$ cat src/rtl/mux_arb.sv
// mux_arb: round-robin arbiter/sequencer in front of an 8-bit 2:1 data mux.
// Two requesters (A, B) share one registered valid/ready output stage.
// A grant lasts up to BURST accepted beats while the other side is waiting,
// then ownership flips directly (no bubble). The select `s` follows the
// mux convention: 1 routes A, 0 routes B.
module mux_arb #(
    parameter int WIDTH = 8,
    parameter int BURST = 4
) (
    input  logic             clk,
    input  logic             rst,
    input  logic             a_valid,
    input  logic [WIDTH-1:0] a_data,
    output logic             a_ready,
    input  logic             b_valid,
    input  logic [WIDTH-1:0] b_data,
    output logic             b_ready,
    output logic             x_valid,
    output logic [WIDTH-1:0] x_data,
    input  logic             x_ready,
    output logic             s,
    output logic             busy
);

    localparam logic [1:0] IDLE  = 2'd0;
    localparam logic [1:0] SEL_A = 2'd1;
    localparam logic [1:0] SEL_B = 2'd2;

    // Count value of the final beat in a burst (4-bit counter, BURST <= 16).
    localparam logic [3:0] CNT_LAST = 4'(BURST - 1);

    logic [1:0]       state_reg, state_next;
    logic [3:0]       cnt_reg, cnt_next;
    logic             last_a_reg, last_a_next;   // 1: A was served last
    logic             s_reg, s_next;
    logic             x_valid_reg, x_valid_next;
    logic [WIDTH-1:0] x_data_reg, x_data_next;

    logic             space;
    logic             accept_a;
    logic             accept_b;
    logic [WIDTH-1:0] sel_data;

    // Output register can take a word when empty or being drained this cycle.
    assign space    = ~x_valid_reg | x_ready;
    assign a_ready  = (state_reg == SEL_A) & space;
    assign b_ready  = (state_reg == SEL_B) & space;
    assign accept_a = a_valid & a_ready;
    assign accept_b = b_valid & b_ready;

    // The shared 2:1 data mux, steered by the registered select.
    genvar gi;
    generate
        for (gi = 0; gi < WIDTH; gi++) begin : g_mux
            assign sel_data[gi] = s_reg ? a_data[gi] : b_data[gi];
        end
    endgenerate

    assign x_valid = x_valid_reg;
    assign x_data  = x_data_reg;
    assign s       = s_reg;
    assign busy    = (state_reg != IDLE) | x_valid_reg;

    // Grant FSM: picks an owner, counts burst beats, yields on burst end or drop.
    always_comb begin
        state_next  = state_reg;
        cnt_next    = cnt_reg;
        last_a_next = last_a_reg;
        s_next      = s_reg;
        case (state_reg)
            IDLE: begin
                // On a tie the side not served last wins.
                if (a_valid && (!b_valid || !last_a_reg)) begin
                    state_next  = SEL_A;
                    cnt_next    = 4'd0;
                    last_a_next = 1'b1;
                    s_next      = 1'b1;
                end else if (b_valid) begin
                    state_next  = SEL_B;
                    cnt_next    = 4'd0;
                    last_a_next = 1'b0;
                    s_next      = 1'b0;
                end
            end
            SEL_A: begin
                if (accept_a) begin
                    if (cnt_reg == CNT_LAST) begin
                        cnt_next = 4'd0;
                        if (b_valid) begin
                            state_next  = SEL_B;
                            last_a_next = 1'b0;
                            s_next      = 1'b0;
                        end
                    end else begin
                        cnt_next = cnt_reg + 4'd1;
                    end
                end else if (!a_valid) begin
                    cnt_next = 4'd0;
                    if (b_valid) begin
                        state_next  = SEL_B;
                        last_a_next = 1'b0;
                        s_next      = 1'b0;
                    end else begin
                        state_next = IDLE;
                    end
                end
                // a_valid with no space: hold everything.
            end
            SEL_B: begin
                if (accept_b) begin
                    if (cnt_reg == CNT_LAST) begin
                        cnt_next = 4'd0;
                        if (a_valid) begin
                            state_next  = SEL_A;
                            last_a_next = 1'b1;
                            s_next      = 1'b1;
                        end
                    end else begin
                        cnt_next = cnt_reg + 4'd1;
                    end
                end else if (!b_valid) begin
                    cnt_next = 4'd0;
                    if (a_valid) begin
                        state_next  = SEL_A;
                        last_a_next = 1'b1;
                        s_next      = 1'b1;
                    end else begin
                        state_next = IDLE;
                    end
                end
            end
            default: begin
                state_next = IDLE;
                cnt_next   = 4'd0;
            end
        endcase
    end

    // Output stage: load on accept, drain on x_ready, otherwise hold.
    always_comb begin
        x_valid_next = x_valid_reg;
        x_data_next  = x_data_reg;
        if (accept_a || accept_b) begin
            x_valid_next = 1'b1;
            x_data_next  = sel_data;
        end else if (x_ready) begin
            x_valid_next = 1'b0;
        end
    end

    // State registers; reset discards any word held in the output stage.
    always_ff @(posedge clk or posedge rst) begin
        if (rst) begin
            state_reg   <= IDLE;
            cnt_reg     <= 4'd0;
            last_a_reg  <= 1'b0;
            s_reg       <= 1'b0;
            x_valid_reg <= 1'b0;
            x_data_reg  <= '0;
        end else begin
            state_reg   <= state_next;
            cnt_reg     <= cnt_next;
            last_a_reg  <= last_a_next;
            s_reg       <= s_next;
            x_valid_reg <= x_valid_next;
            x_data_reg  <= x_data_next;
        end
    end

endmodule

$ cat config.mk
export PLATFORM = sky130hd
export DESIGN_NAME = mux_arb
export DESIGN_NICKNAME = d
export VERILOG_FILES = /design/src/rtl/mux_arb.sv
export SDC_FILE = /design/constraint.sdc
export NUM_CORES = 1
export LEC_CHECK = 0
export CORE_ASPECT_RATIO = 1.2
export CORE_UTILIZATION = 46
export DETAILED_ROUTE_END_ITERATION = 12
export PLACE_DENSITY = 0.9
export SYNTH_ARGS = -nofsm -noshare
export SYNTH_HDL_FRONTEND = slang
export SYNTH_SLANG_ARGS = --single-unit
$ cat constraint.sdc
create_clock -name clk -period 2.2 [get_ports clk]
set_input_delay 0.22 -clock clk [delete_from_list [all_inputs] [get_ports clk]]
set_output_delay 0.22 -clock clk [all_outputs]
set_load 0.05 [all_outputs]
==> out/qor.csv, run 1 <==
metric,value,unit
grt ovf,0,
worst skew pair latency,0.30,ns
Num Clock Sinks,17,
Synth Instances,109,
Leak,0.000629,uW
leading area contributor after synthesis,dfrtp_1,
vias per cell,5.62,
NumNets Final,169,
Top Layer Used,met4,
"Req. time, crit path",2.41,ns
multi-input logic area,597,sq um
clock buffer depth,2,
post-synthesis mux area share,0.0736,
HP Class,in2async,
Root Driver,clkbuf_4,
total global routing track utilization,0.210,
reg2reg path depth,6,
TritonCTS clock tree,done,
"Slew Viols, Final",0,
pin count of the biggest net entering global routing,18,
"commonest non-fill, non-tap cell in the layout",clkdlybuf4s50_1,
proportion of layout cells with a drive suffix above 1,0.120,
CTS Buf Count,3,
RSZ-0062 raised after global routing,no,
relative slew slack,0.580,
Worst R2R End,cnt_reg[0]$_DFFE_PP0P_,
Largest register FFs,8,
"top cells by area, synth","dfrtp_1, mux2i_1, ha_1",
Startpoint Class,flop,
Unique masters post-synth,39,
Final Wtd Congestion,0.785,
status,"complete, no violations",
Ports,34,
area growth from synthesis to layout,35.3,%
I/O Buffers,33,
Die H,55.3,microns
Post-DRT Antenna Nets,0,
"setup slack, reg-to-reg",0.37,ns
total core area,2140,sq um
Post-Synth Adder-Cell Area,0.0575,
mapped cell area,1090,sq um
met3 WL post-DR,199,microns
first-pass GRT wire length,4.08,mm
XOR/XNOR Fraction of Synth Area,0,
Max-Cap Viols,0,
Crit Path Category,reg2reg,
CTS resizes,0,
post-synthesis sequential area ratio,0.391,
"commonest cells after routing, fill and taps aside","clkdlybuf4s50_1, dfrtp_1, a21oi_1, nor2_1, mux2i_1",
Max VDD drop,1.06,mV
Final period util,0.831,
htree depth,1,
die width,46.4,microns
metal2 WL,1.23,mm
Vias,966,
R2R Path Start,state_reg[1]$_DFFE_PP0P_,
setup TNS,0,ns
vias in the first global route,925,
worst path arrival time,2.04,ns
syn avg cell area,9.99,sq um
Worst-Margin Slew,0.630,ns
register area,425,sq um
Yosys warning count,0,
Final Hold Fails,0,
Post-Synth Simple-Gate Area,0.154,
initial antenna violation count,0,
Fillers,175,
Mapped Nets,135,
main combinational cell family by area after synthesis,compound AO/OA/AOI/OAI gates,
floorplan row count,18,
met1 WL,1.03,mm
Fmax,547,MHz
crit path launch,state_reg[1]$_DFFE_PP0P_,
Post-CTS Hold Buffers,0,
Starting Density,0.509,
Layout Utilization,0.688,
clk slew on worst S/H paths,0.09,ns
die area,2570,sq um
minimum clock period,1.83,ns
CP max FO,17,
Synth Register Bits,17,
Iter 0 DRT Violations,20,
Crit. End Element,flop,
Yosys top cell area share,0.391,
routed len/inst,14.5,microns
ANT cells,0,
drt pass-1 iters,4,
setup violators final,0,
Routed WL,2.49,mm
pwr dens,1500,nW/um^2
final clock skew,0.00301,ns
setup bufs post-CTS,0,
# DRC,0,
Compound-Gate Fraction of Synth Area,0.263,
Detailed Place HPWL,1.94,mm
[how the worst max path moves through the flow]
stage          slack [ns]                  endpoint  cells past startpoint
4_1_cts              0.02                      busy                      4
6_report             0.37    cnt_reg[0]$_DFFE_PP0P_                      6
3_5_place_dp         0.26    cnt_reg[0]$_DFFE_PP0P_                      5
3_3_place_gp         0.35    cnt_reg[0]$_DFFE_PP0P_                      5
5_1_grt              0.20    cnt_reg[0]$_DFFE_PP0P_                      6
2_1_floorplan        0.63  state_reg[0]$_DFFE_PP0P_                      5
[worst max-delay path: stages (launching register included)]
cell and delay, ns:
dfrtp_1 0.43, inv_1 0.09, ha_1 0.35, a22oi_4 0.18, nor2_4 0.36, nand2_1 0.15, o31ai_2 0.19
[layer usage]
layer / vias up / track usage
li1: 466 / -
met1: 451 / 0.270
met3: 3 / 0.0425
met4: 0 / 0.0588
met2: 46 / 0.345
met5: - / 0
[synthesized netlist by cell type, drive strengths merged]
master / n
nor3: 1
ha: 5
a22oi: 1
a31o: 2
o31ai: 3
a22o: 3
a211oi: 1
buf: 4
o32a: 1
nor4: 1
nor2b: 2
nand3b: 2
and2: 2
nand2: 4
a21o: 2
o2bb2ai: 1
a221oi: 1
nand2b: 3
dfrtp: 17
inv: 7
a32o: 1
mux2i: 8
nand4: 1
nor2: 11
a21boi: 1
o21ai: 3
nand3: 2
clkbuf: 1
a21oi: 12
a2bb2oi: 1
nor3b: 1
a31oi: 4
[logic make-up after synthesis]
kind of cell               count (synthesis)
muxes                                      8
buffers and inverters                     12
and+or+nand+nor                           30
DFF                                       17
adders and majority gates                  5
AOI/OAI and AO/OA                         37
[stage by stage]
step	instances	cell area [sq um]	total power (uW)	hold WS (ns)	setup slack, ns
3_3_place_gp	168	1440	1990	0.503	0.351
4_1_cts	172	1470	2210	0.331	0.0177
5_1_grt	172	1470	2350	0.395	0.203
3_5_place_dp	168	1440	2040	0.513	0.263
2_1_floorplan	109	1090	1600	0.146	0.633
6_report	172	1470	2210	0.296	0.372
[where the power goes]
part	switching, uW	internal, uW
Combinational	922	588
Clock	98.6	70.8
Sequential	89.5	439
[layout make-up]
cell class,instances,share of cell area
clock buffers,4,0.0178
inverters,7,0.0178
multi-input cells,80,0.405
flip-flops and latches,17,0.289
well taps,30,0.0255
repair buffers,34,0.245
No activity file was read; power rests on OpenSTA's default activity.
==> run 2, diff against run 1 <==
==> constraint.sdc (replaced) <==
create_clock -name clk -period 1.9 [get_ports clk]
set_input_delay 0.19 -clock clk [delete_from_list [all_inputs] [get_ports clk]]
set_output_delay 0.19 -clock clk [all_outputs]
set_load 0.05 [all_outputs]
==> out/qor.csv, run 2 (same netlist as run 1, synthesis figures left out) <==
metric,value,unit
Root Driver,clkbuf_4,
"commonest cells after routing, fill and taps aside","clkdlybuf4s50_1, dfrtp_1, a21oi_1, nor2_1, mux2i_1",
Num Clock Sinks,17,
Vias,984,
Final Wtd Congestion,0.847,
Max-Cap Viols,0,
clk slew on worst S/H paths,0.10,ns
floorplan row count,18,
total global routing track utilization,0.194,
CTS resizes,0,
Pwr Total,2530,uW
Detailed Place HPWL,1.89,mm
routed len/inst,14.1,microns
# DRC,0,
Largest register FFs,8,
vias in the first global route,925,
setup violators final,0,
CTS Buf Count,3,
NumNets Final,169,
relative slew slack,0.594,
"Req. time, crit path",2.07,ns
final clock skew,0.00733,ns
Starting Density,0.509,
Leak,0.000626,uW
setup bufs post-CTS,0,
minimum clock period,1.78,ns
Iter 0 DRT Violations,20,
clock buffer depth,2,
Max VDD drop,1.04,mV
proportion of layout cells with a drive suffix above 1,0.134,
RSZ-0062 raised after global routing,no,
TritonCTS clock tree,done,
Fmax,563,MHz
Final Hold Fails,0,
Die H,55.3,microns
"Slew Viols, Final",0,
Layout Utilization,0.685,
worst skew pair latency,0.29,ns
CP max FO,8,
pwr dens,1730,nW/um^2
vias per cell,5.72,
DP Area,1440,sq um
"commonest non-fill, non-tap cell in the layout",clkdlybuf4s50_1,
first-pass GRT wire length,3.74,mm
ANT cells,0,
I/O Buffers,33,
Crit. End Element,flop,
grt ovf,0,
initial antenna violation count,0,
Crit Path Category,reg2reg,
fin area,1470,sq um
Routed WL,2.43,mm
pin count of the biggest net entering global routing,18,
"setup slack, reg-to-reg",0.12,ns
total core area,2140,sq um
Startpoint Class,flop,
worst path arrival time,1.94,ns
drt pass-1 iters,4,
die area,2570,sq um
Final period util,0.934,
Post-CTS Hold Buffers,0,
Ports,34,
area growth from synthesis to layout,34.6,%
die width,46.4,microns
setup TNS,0,ns
status,"complete, no violations",
Post-DRT Antenna Nets,0,
HP Class,in2async,
Worst-Margin Slew,0.609,ns
htree depth,1,
run 2: cell count changes in the layout (fill, tap and decap cells not counted), sizes merged:
cell           delta
dlymetal6s2s      -1
buf               +2
clkdlybuf4s50     -1
run 2: routing by layer:
| metal | global-route usage | vias up | part of all wire |
|---|---|---|---|
| li1 | - | 462 | - |
| met3 | 0.0359 | 9 | 0.078 |
| met1 | 0.223 | 458 | 0.42 |
| met4 | 0.0966 | 0 | 0.021 |
| met5 | 0 | - | 0 |
| met2 | 0.325 | 55 | 0.48 |
run 2: final cells by class:
type | count | area, sq um
Clock buffer | 4 | 26.3
Timing Repair Buffer | 34 | 353
Sequential cell | 17 | 425
Inverter | 7 | 26.3
Multi-Input combinational cell | 80 | 597
Tap cell | 30 | 37.5
Fill cell | 178 | 674
run 2: critical path, cell delays in order, from the launching register on:
cell and delay [ns]:
dfrtp_1 0.42, inv_1 0.09, ha_1 0.32, a22oi_4 0.30, o2bb2ai_1 0.19, a211oi_1 0.27, a21oi_1 0.07
run 2: worst paths after layout:
kind / startpoint / to / depth (start not counted)
max: state_reg[0]$_DFFE_PP0P_ / cnt_reg[3]$_DFFE_PP0P_ / 6
min: rst / state_reg[0]$_DFFE_PP0P_ / 2
max reg2reg: state_reg[0]$_DFFE_PP0P_ / cnt_reg[3]$_DFFE_PP0P_ / 6
min reg2reg: last_a_reg$_DFFE_PP0P_ / last_a_reg$_DFFE_PP0P_ / 1
max in group asynchronous: rst / cnt_reg[2]$_DFFE_PP0P_ / 2
min in group clk: last_a_reg$_DFFE_PP0P_ / last_a_reg$_DFFE_PP0P_ / 1
run 2: per-stage QoR:
step | hold WS, ns | std cells | worst slack [ns]
2_1_floorplan | 0.116 | 109 | 0.333
3_3_place_gp | 0.497 | 168 | 0.144
3_5_place_dp | 0.505 | 168 | 0.00657
4_1_cts | 0.281 | 172 | 0.136
5_1_grt | 0.315 | 172 | 0.0244
6_report | 0.262 | 172 | 0.125
run 2: where the power goes:
| part | internal [uW] | leakage, uW | switching (uW) |
|---|---|---|---|
| clock | 81.6 | 0.0000150 | 107 |
| combinational | 673 | 0.000405 | 1020 |
| sequential | 507 | 0.000206 | 145 |
| total | 1260 | 0.000626 | 1270 |
==> run 3, diff against run 2 <==
--- a/config.mk
+++ b/config.mk
@@ -5,10 +5,12 @@
 export SDC_FILE = /design/constraint.sdc
 export NUM_CORES = 1
 export LEC_CHECK = 0
+export CELL_PAD_IN_SITES_DETAIL_PLACEMENT = 1
+export CELL_PAD_IN_SITES_GLOBAL_PLACEMENT = 1
 export CORE_ASPECT_RATIO = 1.2
-export CORE_UTILIZATION = 46
+export CORE_UTILIZATION = 34
 export DETAILED_ROUTE_END_ITERATION = 12
-export PLACE_DENSITY = 0.9
+export PLACE_DENSITY = 0.89
 export SYNTH_ARGS = -nofsm -noshare
 export SYNTH_HDL_FRONTEND = slang
 export SYNTH_SLANG_ARGS = --single-unit
==> out/qor.csv, run 3 (same netlist as run 1, synthesis figures left out) <==
metric,value,unit
status,"complete, no violations",
TritonCTS clock tree,done,
Final Non-Filler Cells,181,
placed cell count,177,
Largest register FFs,8,
routed len/inst,15.6,microns
total core area,3060,sq um
Fillers,363,
ANT cells,0,
Fmax,552,MHz
Worst-Margin Slew,0.653,ns
Vias,955,
relative slew slack,0.564,
"Slew Viols, Final",0,
Starting Density,0.356,
Iter 0 DRT Violations,3,
htree depth,1,
clk slew on worst S/H paths,0.10,ns
Final Hold Fails,0,
I/O Buffers,33,
CP bufs+invs,2,
pin count of the biggest net entering global routing,18,
setup TNS,0,ns
# DRC,0,
Post-CTS Hold Buffers,0,
Layout Utilization,0.490,
CTS Buf Count,3,
Startpoint Class,flop,
NumNets Final,172,
die width,53.7,microns
Detailed Place HPWL,2.29,mm
Crit Path Category,reg2out,
HP Class,in2async,
CP max FO,8,
die area,3430,sq um
first-pass GRT wire length,4.66,mm
worst-path cell with the longest stage delay,dfrtp_1,
grt ovf,0,
total global routing track utilization,0.188,
max incr delay on CP,0.43,ns
Crit. End Element,output pin,
Post-DRT Antenna Nets,0,
Root Driver,clkbuf_4,
clock buffer depth,2,
minimum clock period,1.81,ns
vias per cell,5.28,
Leak,0.000639,uW
Max VDD drop,1.01,mV
Pwr Total,2590,uW
setup violators final,0,
worst skew pair latency,0.30,ns
area growth from synthesis to layout,37.6,%
drt pass-1 iters,3,
Die H,64.0,microns
Routed WL,2.82,mm
Max-Cap Viols,0,
Final Wtd Congestion,0.792,
"delay-heaviest family, CP",flip-flops,
fin area,1500,sq um
RSZ-0062 raised after global routing,no,
"Req. time, crit path",1.71,ns
Num Clock Sinks,17,
proportion of layout cells with a drive suffix above 1,0.159,
worst path arrival time,1.62,ns
Ports,34,
initial antenna violation count,0,
"commonest non-fill, non-tap cell in the layout",clkdlybuf4s50_1,
DP Area,1470,sq um
"commonest cells after routing, fill and taps aside","clkdlybuf4s50_1, dfrtp_1, a21oi_1, nor2_1, mux2i_1",
vias in the first global route,1058,
final clock skew,0.00313,ns
pwr dens,1730,nW/um^2
Final period util,0.953,
worst-path cell chain,inv_1 > ha_1 > and2_1 > buf_12,
floorplan row count,22,
-- run 3: cell types whose count changed in the layout (fill, tap and decap cells not counted) --
cell / delta
ha_1: -1
buf_4: +3
ha_2: +1
-- run 3: path summary, 6_finish.rpt --
path / slack [ns] / to / depth (start not counted) / from
setup / recovery: 0.09 / b_ready / 4 / state_reg[0]$_DFFE_PP0P_
hold / removal: 0.29 / cnt_reg[3]$_DFFE_PP0P_ / 2 / rst
setup reg to reg: 0.16 / cnt_reg[3]$_DFFE_PP0P_ / 6 / state_reg[0]$_DFFE_PP0P_
hold reg to reg: 0.53 / last_a_reg$_DFFE_PP0P_ / 1 / last_a_reg$_DFFE_PP0P_
max in group asynchronous: 1.20 / state_reg[0]$_DFFE_PP0P_ / 2 / rst
min in group clk: 0.53 / x_data[2]$_DFFE_PP0P_ / 3 / b_data[2]
-- run 3: area by class of cell --
| class | count | area (sq um) | area share |
|---|---|---|---|
| flip-flops and latches | 17 | 425 | 0.284 |
| multi-input cells | 80 | 599 | 0.400 |
| well taps | 36 | 45.0 | 0.0301 |
| repair buffers | 37 | 375 | 0.251 |
| inverters | 7 | 26.3 | 0.0175 |
| clock buffers | 4 | 26.3 | 0.0175 |
-- run 3: what timing repair did --
action,4_1_cts,5_1_grt
setup buffers,0,0
endpoints found under the setup margin,0,1
resized for setup,0,1
-- run 3: power breakdown --
group          total [uW]  internal [uW]  switching [uW]
sequential            648            507             142
combinational        1740            696            1050
clock                 197           81.9             115
-- run 3: metrics by stage --
step	hold slack, ns	setup slack, ns
detailed placement	0.512	0.159
floorplan	0.116	0.333
global route	0.365	0.0199
CTS	0.308	0.0805
global placement	0.504	0.226
finish	0.286	0.0889
-- run 3: layer usage --
metal | share of wire | up-vias | global-route usage
met5 | 0 | - | 0
met4 | 0.010 | 0 | 0.0592
met3 | 0.053 | 3 | 0.0333
met2 | 0.53 | 31 | 0.352
met1 | 0.41 | 454 | 0.204
li1 | - | 467 | -
